===== src/rtl/mem_arb_pkg.sv =====
// Shared types and constants for the unified-memory port arbiter.
package mem_arb_pkg;

  typedef enum logic {
    IDLE    = 1'b0,
    RD_WAIT = 1'b1
  } state_t;

  localparam logic REQ_CORE = 1'b0;
  localparam logic REQ_LDR  = 1'b1;

  localparam int unsigned MEM_LAT_MAX = 4;
  localparam int unsigned CNT_W       = $clog2(MEM_LAT_MAX + 1);

endpackage


===== src/rtl/mem_port_arbiter_rr_arb2.sv =====
// Two-input round-robin picker: on a tie the requester not granted last wins.
module rr_arb2
  import mem_arb_pkg::*;
(
  input  logic [1:0] req,
  input  logic       last,
  output logic [1:0] gnt
);

  always_comb begin
    gnt = req;
    if (req == 2'b11) begin
      gnt = (last == REQ_LDR) ? 2'b01 : 2'b10;
    end
  end

endmodule


===== src/rtl/mem_port_arbiter.sv =====
// Shares one fixed-latency memory port between the core and the program loader,
// routing each read response back to the requester that issued it.
module mem_port_arbiter
  import mem_arb_pkg::*;
#(
  parameter int unsigned ADDR_W  = 32,
  parameter int unsigned DATA_W  = 32,
  parameter int unsigned MEM_LAT = 1
) (
  input  logic              clk,
  input  logic              reset,
  input  logic              core_req,
  input  logic              core_we,
  input  logic [ADDR_W-1:0] core_addr,
  input  logic [DATA_W-1:0] core_wdata,
  output logic              core_gnt,
  output logic              core_rvalid,
  output logic [DATA_W-1:0] core_rdata,
  input  logic              ldr_req,
  input  logic              ldr_we,
  input  logic [ADDR_W-1:0] ldr_addr,
  input  logic [DATA_W-1:0] ldr_wdata,
  output logic              ldr_gnt,
  output logic              ldr_rvalid,
  output logic [DATA_W-1:0] ldr_rdata,
  output logic              mem_en,
  output logic              mem_we,
  output logic [ADDR_W-1:0] mem_addr,
  output logic [DATA_W-1:0] mem_wdata,
  input  logic [DATA_W-1:0] mem_rdata,
  output logic              busy
);

  state_t           state, state_next;
  logic [CNT_W-1:0] cnt, cnt_next;
  logic [1:0]       req_vec, arb_gnt;
  logic             last_gnt, owner, win, win_we, issue, capture;

  assign req_vec = {ldr_req, core_req};
  assign win     = arb_gnt[1];
  assign win_we  = win ? ldr_we : core_we;
  assign busy    = (state == RD_WAIT);

  rr_arb2 u_arb (
    .req  (req_vec),
    .last (last_gnt),
    .gnt  (arb_gnt)
  );

  always_ff @(posedge clk) begin
    if (reset) state <= IDLE;
    else       state <= state_next;
  end

  // Issue, memory mux and read-latency countdown.
  always_comb begin
    state_next = state;
    cnt_next   = cnt;
    issue      = 1'b0;
    capture    = 1'b0;
    core_gnt   = 1'b0;
    ldr_gnt    = 1'b0;
    mem_en     = 1'b0;
    mem_we     = 1'b0;
    mem_addr   = '0;
    mem_wdata  = '0;
    case (state)
      IDLE: begin
        if (!reset && (|req_vec)) begin
          issue     = 1'b1;
          core_gnt  = arb_gnt[0];
          ldr_gnt   = arb_gnt[1];
          mem_en    = 1'b1;
          mem_we    = win_we;
          mem_addr  = win ? ldr_addr  : core_addr;
          mem_wdata = win ? ldr_wdata : core_wdata;
          if (!win_we) begin
            state_next = RD_WAIT;
            cnt_next   = CNT_W'(MEM_LAT);
          end
        end
      end
      RD_WAIT: begin
        cnt_next = cnt - CNT_W'(1);
        if (cnt == CNT_W'(1)) begin
          capture    = 1'b1;
          state_next = IDLE;
        end
      end
      default: state_next = IDLE;
    endcase
  end

  // Pointer, owner and per-requester response registers.
  always_ff @(posedge clk) begin
    if (reset) begin
      cnt         <= '0;
      owner       <= REQ_CORE;
      last_gnt    <= REQ_LDR;
      core_rvalid <= 1'b0;
      ldr_rvalid  <= 1'b0;
      core_rdata  <= '0;
      ldr_rdata   <= '0;
    end else begin
      cnt         <= cnt_next;
      core_rvalid <= capture && (owner == REQ_CORE);
      ldr_rvalid  <= capture && (owner == REQ_LDR);
      if (issue) last_gnt <= win;
      if (issue && !win_we) owner <= win;
      if (capture && (owner == REQ_CORE)) core_rdata <= mem_rdata;
      if (capture && (owner == REQ_LDR))  ldr_rdata  <= mem_rdata;
    end
  end

endmodule


===== config.mk =====
export PLATFORM = sky130hd
export DESIGN_NAME = mem_port_arbiter
export DESIGN_NICKNAME = d
export VERILOG_FILES = /design/src/rtl/mem_arb_pkg.sv /design/src/rtl/mem_port_arbiter_rr_arb2.sv /design/src/rtl/mem_port_arbiter.sv
export SDC_FILE = /design/constraint.sdc
export NUM_CORES = 1
export LEC_CHECK = 0
export BUFFER_PORTS_ARGS = -buffer_cell sky130_fd_sc_hd__buf_2
export CAP_MARGIN = 30
export CORE_AREA = 2 2 118 120
export DETAILED_ROUTE_END_ITERATION = 12
export DIE_AREA = 0 0 120 122
export GPL_ROUTABILITY_DRIVEN = 0
export GPL_TIMING_DRIVEN = 0
export SLEW_MARGIN = 15
export SYNTH_ARGS = -nofsm -noshare
export SYNTH_HDL_FRONTEND = slang
export SYNTH_SLANG_ARGS = --single-unit

===== constraint.sdc =====
create_clock -name clk -period 1.3 [get_ports clk]
set_input_delay 0.065 -clock clk [delete_from_list [all_inputs] [get_ports clk]]
set_output_delay 0.065 -clock clk [all_outputs]
set_load 0.05 [all_outputs]

==> Word-level counts from Yosys, hierarchy flattened <==
Index checks and enable logic that the tools add are counted.
{ "op_classes": {"n_addsub": 1, "n_eq_ne": 4, "n_bitwise": 2, "muxes": 26, "n_reduce_logical": 8} }
{ "op_table": {"columns": ["operator", "n"], "rows": [
  ["32-bit two-way mux", 6],
  ["1-bit two-way mux", 14],
  ["3-bit two-way mux", 2],
  ["3-bit case mux with 2 select lines", 1],
  ["1-bit logical AND", 4],
  ["2-bit two-way mux", 2],
  ["2-bit != test, second input constant", 2],
  ["3-bit by 1-bit == test with 1-bit output, second input constant", 1],
  ["3-bit by 1-bit subtractor with 3-bit output, second input constant", 1],
  ["2-bit == test, second input constant", 1],
  ["1-bit logical NOT", 2],
  ["1-bit NOT", 2],
  ["1-bit case mux with 2 select lines", 1],
  ["2-bit AND reduction", 1],
  ["2-bit OR reduction", 1]
]} }
{ "word_totals": {"inputBits": 166, "out_inout_bits": 135, "ff_bits": 72} }

==> Depth between registers and ports, before layout <==
{ "logic_depth": {"ltp_word": 6, "ltp_mapped": 7} }

==> Hierarchy <==
Synthesis repeated with hierarchy kept, for this count alone.
{ "unflattened": {"cells_unflattened": 470, "hier_area_um2": 3582.2} }
{ "modules_own_cells": {"columns": ["module", "seq_area_each_um2", "cells_per_inst", "area_per_inst_um2", "instances"], "rows": [
  ["mem_port_arbiter", 1441.4, 467, 3563.4, 1],
  ["rr_arb2", 0.0, 3, 18.8, 1]
]} }

==> Worst setup path after synthesis <==
OpenSTA, ideal clock, no wires.
{ "synth_path": {"path_kind": "register to output", "from": "register state, in the netlist busy", "to": "output port mem_en", "slack_ps": -722, "path_stages_with_launch": 4, "t_arrival_ps": 1957, "cell_sequence": "dfxtp_1 -> buf_2 -> buf_2 -> nor3_1"} }
{ "synth_between": {"elab_chain_len": 1} }
{ "synth_rtl": {"columns": ["item", "line_no", "source"], "rows": [
  ["start: declaration", "mem_port_arbiter.sv:34", "state_t state, state_next;"],
  ["start signal: assignment", "mem_port_arbiter.sv:52", "else state <= state_next;"],
  ["1-bit two-way mux", "mem_port_arbiter.sv:67", "case (state)"],
  ["end: declaration", "mem_port_arbiter.sv:26", "output logic mem_en,"]
]} }
No other way between the ends.

==> Worst setup path after layout <==
{ "layout_path": {"from": "register last_gnt", "to": "output port mem_addr[27]"} }
{ "layout_between": {"elab_chain_len": 5} }
{ "layout_rtl": {"columns": ["item", "line_no", "source"], "rows": [
  ["start: declaration", "mem_port_arbiter.sv:37", "logic last_gnt, owner, win, win_we, issue, capture;"],
  ["start signal: assignment", "mem_port_arbiter.sv:108", "if (issue) last_gnt <= win;"],
  ["2-bit two-way mux", "mem_port_arbiter_rr_arb2.sv:13", "gnt = (last == REQ_LDR) ? 2'b01 : 2'b10;"],
  ["2-bit two-way mux", "mem_port_arbiter_rr_arb2.sv:12", "if (req == 2'b11) begin"],
  ["32-bit two-way mux", "mem_port_arbiter.sv:75", "mem_addr = win ? ldr_addr : core_addr;"],
  ["32-bit two-way mux", "mem_port_arbiter.sv:69", "if (!reset && (|req_vec)) begin"],
  ["32-bit two-way mux", "mem_port_arbiter.sv:67", null],
  ["end: declaration", "mem_port_arbiter.sv:28", "output logic [ADDR_W-1:0] mem_addr,"]
]} }
No other way between the ends.

==> flow_summary.toml <==
[outcome]
status = "complete, but fails checks"
violations = "setup timing"

[layout]
drive_gt1_frac = 0.7490
area_growth_pct = 154.2
final_area_um2 = 8491
layout.cells.non_filler = 970
layout.nets = 948
nFillCells = 1056

[setup_path]
critPathKind = "register to output pin"
setup.worst_path.start = "last_gnt"
r2r_slack_ns = -0.22
startpoint_type = "register"
cp_data_required_time_ns = 1.24
ff2ff_path_depth = 7
critPathSlowestCell = "dfxtp_4"
worst-path-buf-inv = 3
path_depth = 6
rr_startpoint = "cnt[1]"
reg2reg_to = "core_rdata[27]"
crit_chain = "nor2b_4, nor4b_4, buf_6, buf_12, a22o_4, buf_8"
endpoint_kind = "output pin"
path_delay_family = "buffers and inverters"
worstPathMaxFanout = 10
cp.arrival_ns = 1.77
crit_path_end = "mem_addr[27]"
cp_slowest_stage_delay_ns = 0.38

[power_and_ir_drop]
leakage_nw = 3.988
fin_total_pwr_mw = 7.876
ir_worst_vdd_v = 0.0008056
power.density_nw_per_um2 = 927.6

[route]
drtIter0Drc = 154
route.vias.total = 4673
ant_nets = 0
totalWireLength_mm = 18.91
route.detailed.drc = 0
post_drt_wl_per_cell_um = 19.49
dr.pass1.iters = 6
viasPerCell = 4.818

[synth]
syn-num-nets = 574
syn_inst = 406
ys_async_sr_fraction = 0
synth_commonest_cells = "nand2_1, dfxtp_1, a21oi_1, a22o_1, clkbuf_1"
yosysWarnings = 0
yosysTopAreaCellShare = 0.4315
syn-cell-area_um2 = 3341
synthFlopType = "dfxtp_1"
synth.area.top_cells = "dfxtp_1, a22o_1, nand2_1, a21oi_1, buf_6"
yosysUniqueCellTypes = 32
synth_top_area_cell = "dfxtp_1"
ys_ff_latch = 72
avgSynthCellArea_um2 = 8.228
synth_edf_count = 0
yosysMostFrequentCell = "nand2_1"
yosysSeqAreaShare = 0.4315

[timing]
hold_viol = 0
fin_crit_ns = 1.831
setup_viol = 136
relSlewSlack = 0.4702
fin_skew_ns = 0.006581
slew_violations = 0
rsz0062_at_grt = "yes"
final.setup.worst_slack_ns = -0.5311
timing.setup.tns_ns = -41.70
tightest_slew_ns = 0.7947
fmax_ghz = 0.5461
finalCritPeriodShare = 1.409

[cts]
clock_sinks = 72
cts-root-buf = "clkbuf_16"
cts.clk_slew.worst_paths_ns = 0.05
htreeDepth = 3
cts_buffers = 9
clock_latency_ns = 0.33
clockBufferDepth = 2
cts_tree = "built"

[global_route]
grt_overflow_total = 0
grt_start_max_net_pins = 13
grt_pass1_wl_mm = 25.61
grt_use_total = 0.2280
antenna_found_initial = 6
grt_pass1_vias = 4666

[die]
fp.dieH_um = 122
pin_count = 301
core-area_um2 = 13500
die_x_um = 120
start_util = 0.2474
dieArea_um2 = 14640
std_cell_rows = 43

[placement]
place_area_um2 = 5665
io_buffer_count = 299
dp.final_hpwl_mm = 12.87
dpl.cell_count = 885

[run]
cap_violations = 0

[worst_hold_path]
hold_class = "input pin to register"
## worst reg2reg max path: cells and delay by family, from the launching register on
family | cells | cell delay, ns
AOI/OAI and AO/OA | 1 | 0.12
adders and majority gates | 1 | 0.15
buffers and inverters | 3 | 0.50
DFF | 1 | 0.31
and+or+nand+nor | 2 | 0.36
## logic make-up after synthesis
group / Yosys count / synth area share
fa+ha+maj: 2 / 0.007489
flops: 72 / 0.4315
compound gates: 141 / 0.2951
buf+inv: 46 / 0.08127
simple gates: 145 / 0.1846
## worst min path at each step
stage | start | to | slack [ns] | depth (start not counted)
floorplan | mem_rdata[0] | core_rdata[0] | 0.20 | 2
global placement | mem_rdata[26] | core_rdata[26] | 0.32 | 3
detailed placement | mem_rdata[2] | core_rdata[2] | 0.32 | 3
CTS | core_we | owner | 0.03 | 3
global route | core_we | owner | 0.06 | 3
finish | core_we | owner | 0.05 | 3
## registers in the layout, summed over array words and instances, names as in the netlist
signal / count
core_rvalid: 1
core_rdata: 32
busy: 1
ldr_rdata: 32
owner: 1
last_gnt: 1
ldr_rvalid: 1
cnt: 3
## area by class of cell
class	instances	area, um^2	area share
antenna	5	12.51	0.001474
timing repair buffer	367	3022	0.3559
tap	180	225.2	0.02653
clock buffer	12	267.8	0.03154
multi-input combinational	288	2960	0.3487
buffer	36	478.0	0.05629
inverter	6	22.52	0.002653
sequential	72	1454	0.1712
clock inverter	4	48.80	0.005747
## through the flow
| stage | util | setup WS (ns) | hold slack (ns) |
|---|---|---|---|
| after floorplan | - | -0.1923 | 0.2010 |
| after global placement | 0.4195 | -0.3937 | 0.3178 |
| after detailed placement | 0.4195 | -0.4067 | 0.3238 |
| after CTS | 0.5577 | -0.5416 | 0.03329 |
| after global routing | 0.6286 | -0.5862 | 0.05933 |
| final | 0.6287 | -0.5311 | 0.04805 |
## metal layers
layer  vias up  GRT usage  share of wire
met2       213     0.4144           0.53
met1      2214     0.2372           0.35
met4         2     0.1154          0.046
met3        56    0.06976          0.074
met5         -          0        0.00090
li1       2188          -              -
## what timing repair did
| item | 4_1_cts | 5_1_grt |
|---|---|---|
| setup buffers | 14 | 13 |
| gates cloned | 8 | 6 |
| resized for setup | 290 | 206 |
| pin swaps | 32 | 104 |
| hold buffers | 32 | 0 |
| endpoints found under the hold margin | 60 | 0 |
| endpoints found under the setup margin | 134 | 135 |
## layout by cell type (no fill, tap or decap), drive strengths merged, types with 2 or more instances in the layout
cell type	instances
dlygate4sd3	32
nand2	129
nor3	2
ha	2
buf	354
a22o	64
inv	7
diode	5
a31oi	3
clkinv	2
dfxtp	72
clkbuf	29
nor4bb	2
nor2	4
a21oi	65
## report_power, final
part           switching (mW)  internal (mW)
Clock                   0.934           1.65
Sequential             0.0491           2.27
Combinational            1.61           1.36
Total                    2.59           5.28
No activity file was read; power rests on OpenSTA's default activity.
